[src/rtl/uart_pkg.sv]
// Shared definitions for the UART frame transmitter: FSM state encoding,
// default baud divisor and an index-width helper.
package uart_pkg;

    typedef enum logic [1:0] {
        ST_IDLE  = 2'd0,
        ST_START = 2'd1,
        ST_DATA  = 2'd2,
        ST_STOP  = 2'd3
    } uart_state_e;

    // 50 MHz system clock / 115200 baud
    localparam int DEFAULT_CLKS_PER_BIT = 434;

    // Width of a counter/index covering 0..n-1, never narrower than one bit
    function automatic int idx_width(input int n);
        return (n > 1) ? $clog2(n) : 1;
    endfunction

endpackage

[src/rtl/uart_baud_gen.sv]
// Bit-period counter: counts 0..CLKS_PER_BIT-1 and flags the last cycle of
// each line bit. A clear holds the count at zero (used while idle).
module uart_baud_gen
    import uart_pkg::*;
#(
    parameter int CLKS_PER_BIT = DEFAULT_CLKS_PER_BIT
) (
    input  logic clk,
    input  logic rst,
    input  logic i_clr,
    output logic o_bit_end
);

    localparam int CW = idx_width(CLKS_PER_BIT);
    localparam logic [CW-1:0] LAST_CNT = CW'(CLKS_PER_BIT - 1);

    logic [CW-1:0] r_cnt;

    assign o_bit_end = (r_cnt == LAST_CNT);

    // Free-running bit counter, wrapping at every bit boundary
    always_ff @(posedge clk) begin
        if (rst) begin
            r_cnt <= '0;
        end else if (i_clr || o_bit_end) begin
            r_cnt <= '0;
        end else begin
            r_cnt <= r_cnt + CW'(1);
        end
    end

endmodule

[src/rtl/uart_frame_tx.sv]
// Sends a latched FRAME_BITS-wide word as NUM_BYTES back-to-back UART 8N1
// characters, most significant byte first. All outputs are registered.
module uart_frame_tx
    import uart_pkg::*;
#(
    parameter int FRAME_BITS   = 56,
    parameter int CLKS_PER_BIT = DEFAULT_CLKS_PER_BIT
) (
    input  logic                  clk,
    input  logic                  rst,
    input  logic                  start,
    input  logic [FRAME_BITS-1:0] frame_in,
    output logic                  tx,
    output logic                  busy,
    output logic                  done
);

    localparam int NUM_BYTES = FRAME_BITS / 8;
    localparam int BW = idx_width(NUM_BYTES);
    localparam logic [BW-1:0] LAST_BYTE = BW'(NUM_BYTES - 1);

    uart_state_e           r_state;
    uart_state_e           w_nxt_state;
    logic [FRAME_BITS-1:0] r_frame_q;
    logic [BW-1:0]         r_byte_idx;
    logic [BW-1:0]         w_nxt_byte_idx;
    logic [2:0]            r_bit_idx;
    logic [2:0]            w_nxt_bit_idx;
    logic [7:0]            w_cur_byte;
    logic                  r_tx;
    logic                  r_busy;
    logic                  r_done;
    logic                  w_nxt_tx;
    logic                  w_nxt_done;
    logic                  w_accept;
    logic                  w_baud_clr;
    logic                  w_bit_end;

    uart_baud_gen #(
        .CLKS_PER_BIT(CLKS_PER_BIT)
    ) u_baud (
        .clk      (clk),
        .rst      (rst),
        .i_clr    (w_baud_clr),
        .o_bit_end(w_bit_end)
    );

    assign w_accept   = (r_state == ST_IDLE) && start;
    assign w_baud_clr = (r_state == ST_IDLE);

    // Byte mux over the held frame; frame_q itself is never shifted
    always_comb begin
        w_cur_byte = 8'h00;
        for (int i = 0; i < NUM_BYTES; i++) begin
            w_cur_byte = w_cur_byte |
                (r_frame_q[FRAME_BITS-1-8*i -: 8] & {8{r_byte_idx == BW'(i)}});
        end
    end

    // Next-state, index and line-level logic
    always_comb begin
        w_nxt_state    = r_state;
        w_nxt_byte_idx = r_byte_idx;
        w_nxt_bit_idx  = r_bit_idx;
        w_nxt_done     = 1'b0;
        w_nxt_tx       = 1'b1;
        case (r_state)
            ST_IDLE: begin
                if (start) begin
                    w_nxt_state    = ST_START;
                    w_nxt_byte_idx = '0;
                end else begin
                    w_nxt_state = ST_IDLE;
                end
            end
            ST_START: begin
                if (w_bit_end) begin
                    w_nxt_state   = ST_DATA;
                    w_nxt_bit_idx = 3'd0;
                end else begin
                    w_nxt_state = ST_START;
                end
            end
            ST_DATA: begin
                if (w_bit_end && (r_bit_idx == 3'd7)) begin
                    w_nxt_state = ST_STOP;
                end else if (w_bit_end) begin
                    w_nxt_bit_idx = r_bit_idx + 3'd1;
                end else begin
                    w_nxt_state = ST_DATA;
                end
            end
            ST_STOP: begin
                if (w_bit_end && (r_byte_idx == LAST_BYTE)) begin
                    w_nxt_state = ST_IDLE;
                    w_nxt_done  = 1'b1;
                end else if (w_bit_end) begin
                    w_nxt_state    = ST_START;
                    w_nxt_byte_idx = r_byte_idx + BW'(1);
                end else begin
                    w_nxt_state = ST_STOP;
                end
            end
            default: begin
                w_nxt_state = ST_IDLE;
            end
        endcase
        // Line level follows the state being entered so tx is registered
        case (w_nxt_state)
            ST_START: w_nxt_tx = 1'b0;
            ST_DATA:  w_nxt_tx = w_cur_byte[w_nxt_bit_idx];
            default:  w_nxt_tx = 1'b1;
        endcase
    end

    // State, indices, frame hold and output registers
    always_ff @(posedge clk) begin
        if (rst) begin
            r_state    <= ST_IDLE;
            r_byte_idx <= '0;
            r_bit_idx  <= 3'd0;
            r_frame_q  <= '0;
            r_tx       <= 1'b1;
            r_busy     <= 1'b0;
            r_done     <= 1'b0;
        end else begin
            r_state    <= w_nxt_state;
            r_byte_idx <= w_nxt_byte_idx;
            r_bit_idx  <= w_nxt_bit_idx;
            r_tx       <= w_nxt_tx;
            r_busy     <= (w_nxt_state != ST_IDLE);
            r_done     <= w_nxt_done;
            if (w_accept) begin
                r_frame_q <= frame_in;
            end
        end
    end

    assign tx   = r_tx;
    assign busy = r_busy;
    assign done = r_done;

endmodule

[config.mk]
export PLATFORM = sky130hd
export DESIGN_NAME = uart_frame_tx
export DESIGN_NICKNAME = d
export VERILOG_FILES = /design/src/rtl/uart_pkg.sv /design/src/rtl/uart_baud_gen.sv /design/src/rtl/uart_frame_tx.sv
export SDC_FILE = /design/constraint.sdc
export NUM_CORES = 1
export LEC_CHECK = 0
export ABC_AREA = 1
export BUFFER_PORTS_ARGS = -buffer_cell sky130_fd_sc_hd__buf_2
export CAP_MARGIN = 20
export CELL_PAD_IN_SITES_DETAIL_PLACEMENT = 1
export CELL_PAD_IN_SITES_GLOBAL_PLACEMENT = 2
export CORE_MARGIN = 2
export CORE_UTILIZATION = 26
export DETAILED_ROUTE_END_ITERATION = 10
export GPL_TIMING_DRIVEN = 0
export PLACE_DENSITY = 0.74
export SLEW_MARGIN = 20
export SYNTH_ARGS = -nofsm -noshare
export SYNTH_HDL_FRONTEND = slang
export SYNTH_SLANG_ARGS = --single-unit
[constraint.sdc]
create_clock -name clk -period 2.4 [get_ports clk]
set_input_delay 0.36 -clock clk [delete_from_list [all_inputs] [get_ports clk]]
set_output_delay 0.36 -clock clk [all_outputs]
set_load 0.005 [all_outputs]
Word level (Yosys, flattened, before mapping)
Index checks and enable logic that the tools add are counted. Widths: inputs -> output; s select.

Input port bits: 59. Output and inout port bits: 3. Word-level logic and storage cells: 72. Flip-flop bits (word level): 76.

Reduce and logical (&&, ||, !) cells: 11. $add $sub $neg: 3. Bitwise logic cells: 14. Muxes and demuxes: 19. Equal/unequal tests: 16. Order comparisons: 1.

Operators by type and width (number): $and 8x8->8 (7); $or 8x8->8 (6); $mux 3 (6); $eq 3x3->1 const B (4); $pmux 3 s2 (2); $mux 2 (5); $add 9x1->9 const B (1); $eq 9x9->1 const B (1); $pmux 2 s4 (1); $add 3x1->3 const B (2); $eq 2x2->1 const B (3); $eq 3x2->1 const B (2); $eq 2x1->1 const B (2); $lt 3x4->1 const B (1); $ne 2x2->1 const B (2); $reduce_and 4->1 (1); $reduce_bool 2->1 (2); $reduce_or 2->1 (2); $bmux 1 s3 (1); $eq 3x1->1 const B (1); $logic_and 1x1->1 (3); $logic_not 3->1 (1); $mux 1 (3); $logic_not 2->1 (1); other kinds (4) (4).

Depth between registers and ports, before layout
Depth in word-level cells: 11. Gate-level depth with buffers: 15. Gate-level depth less buffers: 15.

By module
From an unflattened synthesis, not the netlist that was laid out.

Cells, all modules: 526. Area, all modules: 3651.0 µm².

By module, submodules not included: uart_frame_tx (area an instance 3164.3 µm², instances 1, seq. area each 1341.3 µm², cells an instance 462); uart_baud_gen (area an instance 486.7 µm², instances 1, seq. area each 180.2 µm², cells an instance 64).

Worst setup path before layout
Ideal clock, no wire load.

Kind: register to register. Start: register u_baud.r_cnt[0]. End: register r_tx (netlist: tx). Setup slack: 675 ps. Cell stages (with the launch flop): 13. Data required time: 2287 ps. Data arrival time: 1612 ps. Path buffers: 0. Period minus slack after synthesis: 1725 ps. Setup time: 113 ps. Cell sequence: dfxtp_1 > ha_1 > nand2_1 > nor2_4 > nand2_4 > ha_1 > o21ai_1 > nand3_1 > nand2_1 > o21ai_0 > nand3b_1 > nand3_1 > nand2_1.

Word-level cells in the longest chain between the ends: 7. Elaborated cells on any way between the ends: 18. Those cells by class: eq/ne: 3; mux: 13; reduce/logical: 2.

Ends and longest elaborated chain: start, declared (RTL line uart_baud_gen.sv:17) `logic [CW-1:0] r_cnt;`; start signal, assigned (RTL line uart_baud_gen.sv:28) `r_cnt <= r_cnt + CW'(1);`; $eq 9x9->1 * (RTL line uart_baud_gen.sv:19) `assign o_bit_end = (r_cnt == LAST_CNT);`; $mux 3 / $logic_and 1x1->1 (equally long branches) (RTL line uart_frame_tx.sv:87, uart_frame_tx.sv:85); $mux 3 (RTL line uart_frame_tx.sv:85) `if (w_bit_end && (r_bit_idx == 3'd7)) begin`; $pmux 3 s2 (RTL line uart_frame_tx.sv:67) `case (r_state)`; $bmux 1 s3 (RTL line uart_frame_tx.sv:111) `ST_DATA: w_nxt_tx = w_cur_byte[w_nxt_bit_idx];`; $mux 1 (implied by the code) (RTL line uart_frame_tx.sv:111); $pmux 1 s2 * (RTL line uart_frame_tx.sv:109) `case (w_nxt_state)`; end signal, assigned (RTL line uart_frame_tx.sv:130) `r_tx <= w_nxt_tx;`; end, declared (RTL line uart_frame_tx.sv:30) `logic r_tx;`.

Mark *: on every way between the ends. The rest lies on a longest branch, timed or not. The select of a mux whose other input is x is not followed. A chain may end at the register's enable or synchronous reset.

Worst setup path in the final report
Start: register r_byte_idx[0]. End: register r_tx (netlist: tx).

Word-level cells in the longest chain between the ends: 11. Elaborated cells on any way between the ends: 28. Those cells by class: eq/ne: 8; mux: 5; bitwise: 13; reduce/logical: 2.

Ends and longest elaborated chain: start, declared (RTL line uart_frame_tx.sv:25) `logic [BW-1:0] r_byte_idx;`; start signal, assigned (RTL line uart_frame_tx.sv:128) `r_byte_idx <= w_nxt_byte_idx;`; $eq 3x1->1 / $logic_not 3->1 (equally long branches) (RTL line uart_frame_tx.sv:56) `(r_frame_q[FRAME_BITS-1-8*i -: 8] & {8{r_byte_idx == BW'(i)}});`; $and 8x8->8 (RTL line uart_frame_tx.sv:56); $or 8x8->8 (6 in a row) (RTL line uart_frame_tx.sv:55) `w_cur_byte = w_cur_byte |`; $bmux 1 s3 (RTL line uart_frame_tx.sv:111); $mux 1 (implied by the code) (RTL line uart_frame_tx.sv:111); $pmux 1 s2 * (RTL line uart_frame_tx.sv:109).

Marks and branches as above.

==> impl_metrics.yaml <==
cells_and_area:
  fill_cells: 1702
  syn2layout_area_growth_pct: 23.7
  final_net_count: 645
  drive_above_1_share_pct: 16.6
  n_antenna_cell: 0
cts:
  cts_tree: "built"
  clockBufferDepth: 2
  cts-buffers-inserted: 9
  post_cts_buffers: 0
  cts-htree-levels: 3
  cts_resized: 0
  clk_pin_slew_ns: 0.06
  cts-root-buf: "clkbuf_16"
  cts_hold_buf: 0
  clock-sinks: 76
  worstSkewPairLatency_ns: 0.34
pwr:
  p_leak_nw: 1.95
  irDropWorstVdd_mv: 0.333
  powerDensity_mw_per_mm2: 711
logic_synthesis:
  ys_warn_count: 0
  yosys-top-cells-area: "dfxtp_1, nor2_1, nand2_1"
  netlist_area_mm2: 0.00352
  synth-seq-cells: 76
  seq_area_frac_synth_pct: 43.2
  synth_nets: 574
  yosysUniqueCellTypes: 33
  yosysTopAreaCell: "dfxtp_1"
  postSynthCellCount: 501
  avgSynthCellArea_um2: 7.03
  synth_top_area_share_pct: 43.2
detailed_routing:
  vias: 3380
  drt-initial-drc-count: 77
  drcViolationCount: 0
  postRouteAntennaNets: 0
  routed_wl_um: 10300
  routedWlPerCell_um: 13.7
  firstDrtPassIters: 4
  viasPerCell: 4.49
placement:
  hpwl_um: 8230
  io_buffers: 60
  place_congestion: 0.796
  post-place-ws_ns: 0.198
sta:
  fin_tns_setup_ns: 0
  fmax_mhz: 459
  hold_viol_final: 0
  drv_slew: 0
  fin_skew_ns: 0.00405
  maxSlewHeadroom_pct: 59.1
  period_share_pct: 90.8
  finalSetupViolations: 0
  fin_crit_ns: 2.18
  fin_ws_ns: 0.222
  worstMarginPinSlew_ns: 0.613
  rsz0062_at_grt: "false"
global_route:
  gr-usage-all-layers_pct: 15.4
  grt_max_degree: 14
  grt-ovfl-total: 0
  grt_antenna_before_repair: 0
  grt_pass1_vias: 3485
  grt_pass1_wl_um: 17200
floorplan:
  num_rows: 42
  coreArea_mm2: 0.0132
  dieWidth_um: 120
  num_io_pins: 62
  die_y_um: 120
  dieArea_mm2: 0.0145
  start_util_pct: 26.6
setup_path:
  cp-end-kind: "flip-flop"
  endpoint: "tx"
  crit_start: "r_byte_idx[0]"
  rrSetupSlack_ns: 0.22
  start_kind: "flip-flop"
  cp_data_required_time_ns: 2.63
  crit_slowest_cell: "dfxtp_1"
  timing.rr.end: "tx"
  cpPeakStageDelay_ns: 0.40
  rr_startpoint: "r_byte_idx[0]"
  crit_fanout: 8
  cp_cell_sequence: "inv_1 > ha_1 > nand2_1 > inv_1 > nand2_1 > nand3_1 > nor3_1 > nand3_1 > nand3_1 > nand3_1 > nand3_1 > nand2_1"
  reg2regPathDepth: 12
  path_common_cell: "nand3_1"
  arrival_ns: 2.41
  worstSetupPathType: "reg2reg"
job:
  maxCapViolCount: 0
hold_path:
  hold_path_class: "in2reg"
run_status:
  run_status: "finished clean"
worst max-delay path, delay by kind of cell, from the launching register on:
family | cells | cell delay (ns)
adder cells (fa/ha/maj) | 1 | 0.21
buffers and inverters | 2 | 0.28
flip-flops | 1 | 0.40
AND/OR/NAND/NOR | 9 | 1.18
worst min path at each step:
stage | slack [ns] | depth (start not counted) | startpoint | endpoint
after global placement | 0.44 | 2 | r_frame_q[27] | r_frame_q[27]
after CTS | 0.27 | 3 | frame_in[39] | r_frame_q[39]
final | 0.27 | 3 | frame_in[0] | r_frame_q[0]
after floorplan | 0.42 | 2 | r_frame_q[27] | r_frame_q[27]
after global routing | 0.29 | 3 | frame_in[3] | r_frame_q[3]
after detailed placement | 0.45 | 2 | r_frame_q[28] | r_frame_q[28]
stage by stage:
stage | utilization [%] | cells | total power, mW | hold slack, ns | cell area [µm²]
global route | 32.9 | 753 | 3.26 | 0.286 | 4350
global placement | 30.5 | 737 | 1.71 | 0.437 | 4040
floorplan | - | 501 | 1.59 | 0.425 | 3520
detailed placement | 30.5 | 737 | 1.72 | 0.450 | 4040
finish | 32.9 | 753 | 3.10 | 0.271 | 4350
CTS | 32.9 | 753 | 3.15 | 0.265 | 4350
registers in the layout, indices dropped and copies added (netlist names):
register	count
done	1
tx	1
r_bit_idx	3
r_state	2
r_frame_q	56
u_baud.r_cnt	9
r_byte_idx	3
busy	1
cells in the mapped netlist (all sizes together):
| library cell | instances |
|---|---|
| dfxtp | 76 |
| o21ai | 67 |
| nand2 | 95 |
| nand3 | 24 |
| nand4 | 3 |
| o211ai | 1 |
| nor2 | 116 |
| a21boi | 1 |
| and3 | 1 |
| nor3b | 1 |
| buf | 3 |
| xnor2 | 2 |
| or2 | 3 |
| nand3b | 2 |
| clkinv | 1 |
| ha | 14 |
| inv | 41 |
| o22ai | 2 |
| a31oi | 2 |
| nor4 | 1 |
| nor3 | 12 |
| clkbuf | 16 |
| a21oi | 17 |
logic make-up after synthesis:
logic type | Yosys count | share of synthesized area, %
AOI/OAI and AO/OA | 90 | 13.4
xor gates and xnor gates | 2 | 0.498
DFF | 76 | 43.2
and+or+nand+nor | 258 | 31.2
adders and majority gates | 14 | 4.98
buffers and inverters | 61 | 6.68
power by group:
part           total (mW)  leakage (nW)  switching, mW  internal, mW
registers            1.38         0.627         0.0397          1.34
logic               0.304          1.17          0.187         0.117
clock network        1.41         0.152          0.545         0.863
total                3.10          1.95          0.772          2.32
per-layer routing:
layer	wire length, µm	global-route usage, %	share of wire, %	vias to the layer above
met2	5170	26.5	50	45
li1	-	-	-	1749
met3	305	3.02	3.0	16
met5	0	0	0	-
met1	4600	18.9	45	1570
met4	243	6.25	2.4	0
cell type report:
cell class                 count  area [µm²]  area share [%]
sequential                    76        1520            35.0
inverter                      42         163            3.74
multi-input combinational    364        1760            40.5
timing repair buffer          60         300            6.90
clock buffer                  11         253            5.81
buffer                        19        72.6            1.67
tap                          176         220            5.06
clock inverter                 5        60.1            1.38
cells in the final DEF, fill, tap and decap left out, types with 2 or more instances in the layout:
cell	n
dfxtp_1	76
ha_1	14
nor2_1	112
nor2_2	2
o22ai_1	2
nand4_1	3
buf_1	3
clkinv_4	3
nand2_1	88
nor3_1	12
nand3_1	24
nor2_4	2
nand3b_1	2
clkbuf_1	15
buf_2	60
clkbuf_8	2
xnor2_1	2
nand2_2	4
or2_2	2
clkbuf_16	9
a21oi_1	16
inv_1	39
inv_2	2
nand2_4	3
o21ai_0	66
No activity file was read; power rests on OpenSTA's default activity.
